### src/rtl/fc_argmax_pkg.sv
// Shared constants for the fc_argmax classification stage: BRAM layout, read
// latency, score width, FSM state encoding and the signed score compare.
package fc_argmax_pkg;

  localparam int NUM_CLASSES = 10;
  localparam int RESULT_BASE = 18400;
  localparam int READ_LAT    = 3;
  localparam int DATA_SIZE   = 8;

  localparam int ADDR_W = 15;
  localparam int IDX_W  = 4;
  localparam int STEP_W = $clog2(READ_LAT + 1);

  // One-hot state encoding, kept as plain constants for legacy tools.
  localparam logic [3:0] S_IDLE = 4'b0001;
  localparam logic [3:0] S_READ = 4'b0010;
  localparam logic [3:0] S_DONE = 4'b0100;
  localparam logic [3:0] S_HOLD = 4'b1000;

  function automatic logic score_gt(input logic [DATA_SIZE-1:0] a,
                                    input logic [DATA_SIZE-1:0] b);
    return $signed(a) > $signed(b);
  endfunction

endpackage

### src/rtl/fc_argmax_if.sv
// Read-only port of the result BRAM as seen by fc_argmax (master) and the
// memory itself (slave).
interface fc_argmax_if;
  import fc_argmax_pkg::*;

  logic                 result_bram_ena;
  logic [ADDR_W-1:0]    result_bram_addra;
  logic [DATA_SIZE-1:0] result_bram_douta;

  modport master (
    output result_bram_ena,
    output result_bram_addra,
    input  result_bram_douta
  );

  modport slave (
    input  result_bram_ena,
    input  result_bram_addra,
    output result_bram_douta
  );

endinterface

### src/rtl/fc_argmax_tracker.sv
// Registered running-best (and optional runner-up) score/index pair.
// Second-best tracking is built only when FC_ARGMAX_TOP2_EN is defined.
module argmax_tracker
  import fc_argmax_pkg::*;
(
  input  logic                 clk,
  input  logic                 rst,
  input  logic                 clear,
  input  logic                 load,
  input  logic                 update,
  input  logic [DATA_SIZE-1:0] score,
  input  logic [IDX_W-1:0]     idx,
  output logic [DATA_SIZE-1:0] best_score,
  output logic [IDX_W-1:0]     best_idx
`ifdef FC_ARGMAX_TOP2_EN
  ,
  output logic [DATA_SIZE-1:0] second_score,
  output logic [IDX_W-1:0]     second_idx
`endif
);

  logic [DATA_SIZE-1:0] best_score_q, best_score_d;
  logic [IDX_W-1:0]     best_idx_q, best_idx_d;
`ifdef FC_ARGMAX_TOP2_EN
  logic [DATA_SIZE-1:0] second_score_q, second_score_d;
  logic [IDX_W-1:0]     second_idx_q, second_idx_d;
  logic                 second_vld_q, second_vld_d;
`endif

  // Next best/second: strict compare, so equal scores keep the earlier index.
  always_comb begin
    best_score_d = best_score_q;
    best_idx_d   = best_idx_q;
`ifdef FC_ARGMAX_TOP2_EN
    second_score_d = second_score_q;
    second_idx_d   = second_idx_q;
    second_vld_d   = second_vld_q;
`endif
    if (clear) begin
      best_score_d = {DATA_SIZE{1'b0}};
      best_idx_d   = {IDX_W{1'b0}};
`ifdef FC_ARGMAX_TOP2_EN
      second_score_d = {DATA_SIZE{1'b0}};
      second_idx_d   = {IDX_W{1'b0}};
      second_vld_d   = 1'b0;
`endif
    end else if (load) begin
      best_score_d = score;
      best_idx_d   = idx;
`ifdef FC_ARGMAX_TOP2_EN
      second_vld_d = 1'b0;
`endif
    end else if (update) begin
      if (score_gt(score, best_score_q)) begin
        best_score_d = score;
        best_idx_d   = idx;
`ifdef FC_ARGMAX_TOP2_EN
        second_score_d = best_score_q;
        second_idx_d   = best_idx_q;
        second_vld_d   = 1'b1;
      end else if (!second_vld_q || score_gt(score, second_score_q)) begin
        second_score_d = score;
        second_idx_d   = idx;
        second_vld_d   = 1'b1;
`endif
      end else begin
        best_score_d = best_score_q;
      end
    end else begin
      best_score_d = best_score_q;
    end
  end

  // Tracker state registers.
  always_ff @(posedge clk) begin
    if (rst) begin
      best_score_q <= {DATA_SIZE{1'b0}};
      best_idx_q   <= {IDX_W{1'b0}};
`ifdef FC_ARGMAX_TOP2_EN
      second_score_q <= {DATA_SIZE{1'b0}};
      second_idx_q   <= {IDX_W{1'b0}};
      second_vld_q   <= 1'b0;
`endif
    end else begin
      best_score_q <= best_score_d;
      best_idx_q   <= best_idx_d;
`ifdef FC_ARGMAX_TOP2_EN
      second_score_q <= second_score_d;
      second_idx_q   <= second_idx_d;
      second_vld_q   <= second_vld_d;
`endif
    end
  end

  assign best_score = best_score_q;
  assign best_idx   = best_idx_q;
`ifdef FC_ARGMAX_TOP2_EN
  assign second_score = second_score_q;
  assign second_idx   = second_idx_q;
`endif

endmodule

### src/rtl/fc_argmax.sv
// Reads the ten fc_2 class scores back from the result BRAM and reports the
// signed argmax. FC_ARGMAX_TOP2_EN additionally reports the runner-up.
module fc_argmax
  import fc_argmax_pkg::*;
(
  input  logic                 clk,
  input  logic                 rst,
  input  logic                 argmax_en,
  fc_argmax_if.master          bram,
  output logic [IDX_W-1:0]     class_id,
  output logic [DATA_SIZE-1:0] class_score,
  output logic                 class_vld,
  output logic                 argmax_finish
`ifdef FC_ARGMAX_TOP2_EN
  ,
  output logic [IDX_W-1:0]     second_id,
  output logic [DATA_SIZE-1:0] second_score
`endif
);

  localparam logic [ADDR_W-1:0] BASE_ADDR   = ADDR_W'(RESULT_BASE);
  localparam logic [IDX_W-1:0]  LAST_IDX    = IDX_W'(NUM_CLASSES - 1);
  localparam logic [STEP_W-1:0] SAMPLE_STEP = STEP_W'(READ_LAT);

  logic [3:0]           state_q, state_d;
  logic [IDX_W-1:0]     idx_q, idx_d;
  logic [STEP_W-1:0]    step_q, step_d;
  logic                 ena_q, ena_d;
  logic [ADDR_W-1:0]    addra_q, addra_d;
  logic [IDX_W-1:0]     class_id_q, class_id_d;
  logic [DATA_SIZE-1:0] class_score_q, class_score_d;
  logic                 class_vld_q, class_vld_d;
  logic                 finish_q, finish_d;
`ifdef FC_ARGMAX_TOP2_EN
  logic [IDX_W-1:0]     second_id_q, second_id_d;
  logic [DATA_SIZE-1:0] second_score_q, second_score_d;
  logic [IDX_W-1:0]     trk_second_idx;
  logic [DATA_SIZE-1:0] trk_second_score;
`endif

  logic                 trk_clear, trk_load, trk_update;
  logic [IDX_W-1:0]     trk_best_idx;
  logic [DATA_SIZE-1:0] trk_best_score;

  argmax_tracker u_tracker (
    .clk          (clk),
    .rst          (rst),
    .clear        (trk_clear),
    .load         (trk_load),
    .update       (trk_update),
    .score        (bram.result_bram_douta),
    .idx          (idx_q),
    .best_score   (trk_best_score),
    .best_idx     (trk_best_idx)
`ifdef FC_ARGMAX_TOP2_EN
    ,
    .second_score (trk_second_score),
    .second_idx   (trk_second_idx)
`endif
  );

  // Run sequencing; argmax_en low in S_READ/S_DONE leaves every register as is.
  always_comb begin
    state_d       = state_q;
    idx_d         = idx_q;
    step_d        = step_q;
    ena_d         = ena_q;
    addra_d       = addra_q;
    class_id_d    = class_id_q;
    class_score_d = class_score_q;
    class_vld_d   = class_vld_q;
    finish_d      = finish_q;
    trk_clear     = 1'b0;
    trk_load      = 1'b0;
    trk_update    = 1'b0;
`ifdef FC_ARGMAX_TOP2_EN
    second_id_d    = second_id_q;
    second_score_d = second_score_q;
`endif
    case (state_q)
      S_IDLE: begin
        if (argmax_en) begin
          idx_d       = {IDX_W{1'b0}};
          step_d      = {STEP_W{1'b0}};
          class_vld_d = 1'b0;
          trk_clear   = 1'b1;
          state_d     = S_READ;
        end else begin
          state_d = S_IDLE;
        end
      end
      S_READ: begin
        if (argmax_en) begin
          if (step_q == SAMPLE_STEP) begin
            trk_load   = (idx_q == {IDX_W{1'b0}});
            trk_update = (idx_q != {IDX_W{1'b0}});
            if (idx_q == LAST_IDX) begin
              ena_d   = 1'b0;
              state_d = S_DONE;
            end else begin
              idx_d  = idx_q + IDX_W'(1);
              step_d = {STEP_W{1'b0}};
            end
          end else begin
            if (step_q == {STEP_W{1'b0}}) begin
              ena_d   = 1'b1;
              addra_d = BASE_ADDR + ADDR_W'(idx_q);
            end else begin
              ena_d = ena_q;
            end
            step_d = step_q + STEP_W'(1);
          end
        end else begin
          state_d = S_READ;
        end
      end
      S_DONE: begin
        if (argmax_en) begin
          class_id_d    = trk_best_idx;
          class_score_d = trk_best_score;
          class_vld_d   = 1'b1;
          finish_d      = 1'b1;
`ifdef FC_ARGMAX_TOP2_EN
          second_id_d    = trk_second_idx;
          second_score_d = trk_second_score;
`endif
          state_d       = S_HOLD;
        end else begin
          state_d = S_DONE;
        end
      end
      S_HOLD: begin
        finish_d = 1'b0;
        if (!argmax_en) begin
          state_d = S_IDLE;
        end else begin
          state_d = S_HOLD;
        end
      end
      default: begin
        ena_d   = 1'b0;
        state_d = S_IDLE;
      end
    endcase
  end

  // Control and output registers.
  always_ff @(posedge clk) begin
    if (rst) begin
      state_q       <= S_IDLE;
      idx_q         <= {IDX_W{1'b0}};
      step_q        <= {STEP_W{1'b0}};
      ena_q         <= 1'b0;
      addra_q       <= {ADDR_W{1'b0}};
      class_id_q    <= {IDX_W{1'b0}};
      class_score_q <= {DATA_SIZE{1'b0}};
      class_vld_q   <= 1'b0;
      finish_q      <= 1'b0;
`ifdef FC_ARGMAX_TOP2_EN
      second_id_q    <= {IDX_W{1'b0}};
      second_score_q <= {DATA_SIZE{1'b0}};
`endif
    end else begin
      state_q       <= state_d;
      idx_q         <= idx_d;
      step_q        <= step_d;
      ena_q         <= ena_d;
      addra_q       <= addra_d;
      class_id_q    <= class_id_d;
      class_score_q <= class_score_d;
      class_vld_q   <= class_vld_d;
      finish_q      <= finish_d;
`ifdef FC_ARGMAX_TOP2_EN
      second_id_q    <= second_id_d;
      second_score_q <= second_score_d;
`endif
    end
  end

  assign bram.result_bram_ena   = ena_q;
  assign bram.result_bram_addra = addra_q;
  assign class_id               = class_id_q;
  assign class_score            = class_score_q;
  assign class_vld              = class_vld_q;
  assign argmax_finish          = finish_q;
`ifdef FC_ARGMAX_TOP2_EN
  assign second_id              = second_id_q;
  assign second_score           = second_score_q;
`endif

endmodule

### src/flat_wrapper.sv
// flat-port wrapper written by rule: the top's interface ports become plain ports
module fc_argmax_flat import fc_argmax_pkg::*;
  (clk, rst, argmax_en, class_id, class_score, class_vld, argmax_finish, bram_result_bram_ena, bram_result_bram_addra, bram_result_bram_douta);
  fc_argmax_if bram_i ();
  input  logic clk;
  input  logic rst;
  input  logic argmax_en;
  output logic [IDX_W-1:0] class_id;
  output logic [DATA_SIZE-1:0] class_score;
  output logic class_vld;
  output logic argmax_finish;
  output wire logic [$bits(bram_i.result_bram_ena)-1:0] bram_result_bram_ena;
  output wire logic [$bits(bram_i.result_bram_addra)-1:0] bram_result_bram_addra;
  input wire logic [$bits(bram_i.result_bram_douta)-1:0] bram_result_bram_douta;
  assign bram_result_bram_ena = bram_i.result_bram_ena;
  assign bram_result_bram_addra = bram_i.result_bram_addra;
  assign bram_i.result_bram_douta = bram_result_bram_douta;
  fc_argmax u_core (.clk(clk), .rst(rst), .argmax_en(argmax_en), .bram(bram_i), .class_id(class_id), .class_score(class_score), .class_vld(class_vld), .argmax_finish(argmax_finish));
endmodule
### config.mk
export PLATFORM = sky130hd
export DESIGN_NAME = fc_argmax_flat
export DESIGN_NICKNAME = d
export VERILOG_FILES = /design/src/rtl/fc_argmax_pkg.sv /design/src/rtl/fc_argmax_if.sv /design/src/rtl/fc_argmax_tracker.sv /design/src/rtl/fc_argmax.sv /design/src/flat_wrapper.sv
export SDC_FILE = /design/constraint.sdc
export NUM_CORES = 1
export LEC_CHECK = 0
export CORE_ASPECT_RATIO = 0.8
export CORE_MARGIN = 2
export CORE_UTILIZATION = 45
export DETAILED_ROUTE_END_ITERATION = 7
export GPL_TIMING_DRIVEN = 1
export PLACE_DENSITY = 0.71
export SKIP_LAST_GASP = 1
export SLEW_MARGIN = 20
export SYNTH_ARGS = -nofsm -noshare
export SYNTH_HDL_FRONTEND = slang
export SYNTH_SLANG_ARGS = --single-unit
### constraint.sdc
create_clock -name clk -period 3.65 [get_ports clk]
set_input_delay 0.365 -clock clk [delete_from_list [all_inputs] [get_ports clk]]
set_output_delay 0.365 -clock clk [all_outputs]
set_load 0.05 [all_outputs]
# Word level (Yosys, flattened, before mapping)
# Index checks and enable logic that the tools add are counted.
[word_totals]
memories = 0
latch_bits = 0
mem_bits_rw = 0
elab_cells = 92
output_inout_bits = 30
mem_bits_ro = 0
ff_bits = 52
inputBits = 11
[classes]
mul = 0
n_div = 0
n_reduce_logical = 19
n_eq_ne = 16
muxes = 40
shift = 0
bitwise = 2
add_sub_neg = 3
magnitude_cmp = 1
[ops]
columns = ["cell", "n"]
rows = [
  ["4-bit two-way mux", 12],
  ["8-bit two-way mux", 3],
  ["4-bit one-hot mux with 4 select lines", 1],
  ["15-bit by 4-bit adder with 15-bit output, first input constant", 1],
  ["1-bit two-way mux", 14],
  ["4-bit AND reduction", 3],
  ["2-bit two-way mux", 5],
  ["2-bit nonzero test", 5],
  ["4-bit == test, second input constant", 2],
  ["8-bit > comparator", 1],
  ["2-bit inequality test, second input constant", 4],
  ["4-bit one-hot mux with 2 select lines", 1],
  ["2-bit AND reduction", 4],
  ["3-bit by 2-bit inequality test with 1-bit output, second input constant", 2],
  ["3-bit inequality test, second input constant", 2],
  ["1-bit one-hot mux with 2 select lines", 3],
  ["5-bit AND reduction", 1],
  ["4-bit by 1-bit adder with 4-bit output, second input constant", 1],
  ["4-bit by 1-bit == test with 1-bit output, second input constant", 1],
  ["4-bit by 2-bit == test with 1-bit output, second input constant", 1],
  ["4-bit by 3-bit == test with 1-bit output, second input constant", 1],
  ["4-bit logical NOT", 1],
  ["2-bit one-hot mux with 2 select lines", 1],
  ["4-bit nonzero test", 1],
  ["other kinds (9)", 10],
]

# Logic depth before layout (Yosys ltp)
[depth]
word_depth = 6
ltp_mapped = 8
mapped_depth_nobuf = 7

# Cells and area by module
# Synthesis repeated with hierarchy kept, for this count alone.
[hier_totals]
hier_cells = 250
hier_area_um2 = 2190.9
[by_module_without_submodules]
columns = ["module", "area_each_um2", "seq_area_each_um2", "n_inst", "cells_per_inst"]
rows = [
  ["fc_argmax", 1475.2, 600.6, 1, 167],
  ["argmax_tracker", 715.7, 240.2, 1, 83],
]

# Worst setup path after synthesis
# No wires, ideal clock.
[synth_timing]
path_kind = "in2reg"
start = "input bram_result_bram_douta[1]"
end = "register u_core.u_tracker.best_idx_q[0] (netlist: u_core.u_tracker.best_idx[0])"
t_arrival_ns = 1.474
required_ns = 3.532
setup_ns = 0.118
path_buffers = 1
stages = 7
slack_ns = 2.057
path_cell_list = "ha_1 > nor2b_1 > o211ai_1 > a21oi_1 > o21a_2 > buf_12 > mux2i_1"
[synth_between]
elab_chain_len = 3
[synth_rtl]
columns = ["item", "line_no", "rtl"]
rows = [
  ["start, declared", "flat_wrapper.sv:14", "input wire logic [$bits(bram_i.result_bram_douta)-1:0] bram_result_bram_douta;"],
  ["8-bit > comparator", "fc_argmax_pkg.sv:22", "return $signed(a) > $signed(b);"],
  ["2-bit nonzero test (no line)", "n/a", ""],
  ["2-bit AND reduction (no line)", "n/a", ""],
  ["end signal, assigned", "fc_argmax_tracker.sv:78", "best_idx_q <= {IDX_W{1'b0}};"],
  ["end signal, assigned", "fc_argmax_tracker.sv:86", "best_idx_q <= best_idx_d;"],
  ["end, declared", "fc_argmax_tracker.sv:23", "logic [IDX_W-1:0] best_idx_q, best_idx_d;"],
]
# Every way passes these cells.
# A chain may end at the register's enable or synchronous reset.

# Worst setup path after layout
[layout_timing]
start = "input argmax_en"
end = "register u_core.u_tracker.best_score_q[0] (netlist: u_core.u_tracker.best_score[0])"
[layout_between]
elab_chain_len = 4
word_cells_on_any_way = 11
cone_classes = "7 x mux; 4 x reduce/logical"
[layout_rtl]
columns = ["item", "line_no", "rtl"]
rows = [
  ["start, declared", "flat_wrapper.sv:7", "input logic argmax_en;"],
  ["1-bit two-way mux", "fc_argmax.sv:93", "if (argmax_en) begin"],
  ["1-bit two-way mux", "fc_argmax.sv:80", "case (state_q)"],
  ["2-bit nonzero test (no line)", "n/a", ""],
  ["2-bit AND reduction (no line)", "n/a", ""],
  ["end signal, assigned", "fc_argmax_tracker.sv:77", "best_score_q <= {DATA_SIZE{1'b0}};"],
  ["end signal, assigned", "fc_argmax_tracker.sv:85", "best_score_q <= best_score_d;"],
  ["end, declared", "fc_argmax_tracker.sv:22", "logic [DATA_SIZE-1:0] best_score_q, best_score_d;"],
]
# Several ways; a longest one is shown, not always the timed one.

==> qor.csv <==
stage,metric,value,unit
status,status,completed,
clock_network,htreeDepth,2,
min_path,hold_depth,2,
critical_path,worstReg2RegEnd,u_core.u_tracker.best_idx[3]$_SDFFE_PP0P_,
clock_network,postCtsHoldBufs,0,
min_path,hold_path.class,register to register,
clock_network,path_clk_slew,0.08,ns
die,num_io_pins,41,
logic_synthesis,synthFlopType,dfxtp_1,
drt,drt_iter0_drc,61,
die,coreArea,4710,um2
critical_path,cp_slowest_stage_delay,0.71,ns
clock_network,clk_latency,0.29,ns
clock_network,cts_buffer_depth,2,
die,initial_core_util,0.478,
placement,gp_congestion,0.787,
die,fp-row-count,22,
global_routing,grt_max_degree,30,
clock_network,cts_tree,built,
pwr,total_leakage_power,0.990,nW
timing,slew_violations,0,
logic_synthesis,yosysMostFrequentCell,dfxtp_1,
logic_synthesis,yosysSeqAreaShare,0.374,
drt,routed_wl,4.34,mm
drt,drc_errors,0,
logic_synthesis,synth_top_area_cell,dfxtp_1,
final_layout,drive_gt1_frac,0.0704,
critical_path,reg2reg_depth,5,
logic_synthesis,ys_top_cells_by_count,"dfxtp_1, nand2_1, nor2_1",
pwr,peakVddDrop,0.251,mV
logic_synthesis,yosysWarnings,0,
placement,dp_hpwl,3.16,mm
global_routing,overflow,0,
timing,whs,0.463,ns
logic_synthesis,ys_ff_latch,42,
final_layout,seq_area,841,um2
critical_path,cp-end-kind,register,
logic_synthesis,syn_area_per_cell,8.62,um2
global_routing,grtUsageTotal,0.160,
critical_path,crit_fanout,11,
timing,timing.final.crit_period,2.24,ns
final_layout,multi_input_area,1210,um2
clock_network,clock-sinks,42,
timing,setup-violations-final,0,
timing,finClkSkew,0.00541,ns
logic_synthesis,synth_edf_count,0,
critical_path,crit_required,3.87,ns
pwr,p_per_area,351,nW/um2
critical_path,criticalPathCategory,primary input to register,
logic_synthesis,yosys.area.top_type_share,0.374,
critical_path,r2r_slack,1.74,ns
logic_synthesis,synth_cells,261,
min_path,worstHoldStart,u_core.u_tracker.best_score[1]$_SDFFE_PP0P_,
clock_network,cts-resized-gates,0,
die,die_w,83.1,um
critical_path,arrival,2.46,ns
drt,detail_route.wl_per_cell,12.6,um
logic_synthesis,async_flop_share,0,
job,cap_viol_max_count,0,
timing,max_freq,446,MHz
timing,tns,0,ns
placement,portBuffers,36,
drt,drtAntennaViolNets,0,
critical_path,cp_cell_sequence,clkdlybuf4s50_1 > nor3b_4 > nand3_2 > a21oi_2 > o21a_2 > mux2i_1,
final_layout,fillCellCount,418,
timing,slew_headroom,0.570,
timing,tightestPinTransition,0.644,ns
timing,min_period_over_period,0.614,
logic_synthesis,synth_area_leaders,"dfxtp_1, mux2i_1, ha_1, nand2_1, nor2_1",
drt,firstDrtPassIters,4,
final_layout,areaGrowthSynthToFinish,18.1,%
global_routing,grt_pass1_vias,1612,
global_routing,antenna_found_initial,0,
clock_network,cts_made_buffers,5,
final_layout,fin_nets,308,
die,fp.dieArea,5580,um2
global_routing,grt_first_pass_wirelength,7.20,mm
drt,drt-vias-per-instance,5.13,
critical_path,cp_slowest_cell,clkdlybuf4s50_1,
clock_network,root_buffer,clkbuf_8,
die,die_h,67.2,um
drt,via_count,1764,
timing,finalHoldViolations,0,
logic_synthesis,synth_cell_type_count,50,
final_layout,diodes,0,
min_path,whs_endpoint,u_core.u_tracker.best_score[1]$_SDFFE_PP0P_,
clock_network,postCtsSetupBuffers,0,
logic_synthesis,netlist_area,2250,um2
critical_path,r2r_start,u_core.state_q[2]$_SDFFE_PP0P_,
critical_path,cp-start-kind,primary input,
timing,rsz0062_at_grt,no,
## area by class of cell
type / instances / area share
Clock buffer: 6 / 0.0311
Timing Repair Buffer: 37 / 0.138
Clock inverter: 1 / 0.0113
Inverter: 14 / 0.0198
Tap cell: 60 / 0.0283
Multi-Input combinational cell: 184 / 0.455
Sequential cell: 42 / 0.317
## sequential cells by signal, indices dropped and copies added, names as in the netlist
register and count:
u_core.u_tracker.best_score 8, u_core.argmax_finish 1, u_core.bram.result_bram_addra 5, u_core.class_vld 1, u_core.state_q 4, u_core.class_score 8, u_core.idx_q 4, u_core.u_tracker.best_idx 4
u_core.bram.result_bram_ena 1, u_core.class_id 4, u_core.step_q 2
## how the worst max path moves through the flow
stage                                    from                                          end  depth (start not counted)
floorplan           bram_result_bram_douta[1]    u_core.u_tracker.best_idx[0]$_SDFFE_PP0P_                          7
finish                              argmax_en  u_core.u_tracker.best_score[0]$_SDFFE_PP0P_                          6
global placement                    argmax_en  u_core.u_tracker.best_score[5]$_SDFFE_PP0P_                          6
CTS                                 argmax_en  u_core.u_tracker.best_score[0]$_SDFFE_PP0P_                          6
global route                        argmax_en  u_core.u_tracker.best_score[4]$_SDFFE_PP0P_                          6
detailed placement                  argmax_en  u_core.u_tracker.best_score[0]$_SDFFE_PP0P_                          6
## cell usage in the layout (no fill, tap or decap), types with 2 or more instances in the layout
master           synthesis  routed
a21oi_1                 19      19
a31oi_1                  6       6
and2_1                   3       3
and3_1                   4       4
clkbuf_8                 0       6
clkdlybuf4s50_1          0      36
conb_1                   1       4
dfxtp_1                 42      42
ha_1                    13      13
inv_1                   14      14
mux2i_1                 21      21
nand2_1                 32      32
nand3_1                  3       3
nand4_1                  4       4
nor2_1                  32      32
nor2b_1                  3       3
nor3b_1                  2       2
nor4_1                   2       2
o21ai_0                  6       6
o21bai_1                 2       2
xnor2_1                  2       2
## power breakdown
part	internal, mW	switching [mW]
clock	0.219	0.149
sequential	0.461	0.00682
combinational	0.0348	0.0618
total	0.714	0.217
## cell families (layout without fill, tap and decap cells)
family | after synthesis | count (layout) | synth area share
buffers and inverters | 38 | 58 | 0.0945
and+or+nand+nor | 98 | 98 | 0.228
adders and majority gates | 13 | 13 | 0.0723
xor gates and xnor gates | 3 | 3 | 0.0117
other | 1 | 4 | 0.00167
AOI/OAI and AO/OA | 45 | 45 | 0.125
muxes | 21 | 21 | 0.0934
DFF | 42 | 42 | 0.374
## routing by layer
layer | global-route usage | vias to the layer above | part of all wire
met5 | 0 | - | 0
met4 | 0.0676 | 0 | 0.012
li1 | - | 915 | -
met3 | 0.0367 | 7 | 0.048
met2 | 0.269 | 44 | 0.44
met1 | 0.202 | 798 | 0.50
## critical path, delay by kind of cell
| family | cells | cell delay [ns] |
|---|---|---|
| AO/OA/AOI/OAI | 2 | 0.46 |
| buffers and inverters | 1 | 0.71 |
| multiplexers | 1 | 0.25 |
| AND/OR/NAND/NOR | 2 | 0.66 |
## per-stage QoR
stage / total power [mW] / setup WS (ns) / cell area, um2 / utilization / std cells
floorplan: 0.553 / 2.06 / 2260 / - / 264
global placement: 0.573 / 1.19 / 2540 / 0.540 / 337
detailed placement: 0.574 / 1.10 / 2540 / 0.540 / 337
CTS: 0.941 / 1.41 / 2660 / 0.564 / 344
global route: 0.972 / 1.27 / 2660 / 0.564 / 344
finish: 0.931 / 1.41 / 2660 / 0.564 / 344
Note: power is estimated with default switching activity, not from simulation.
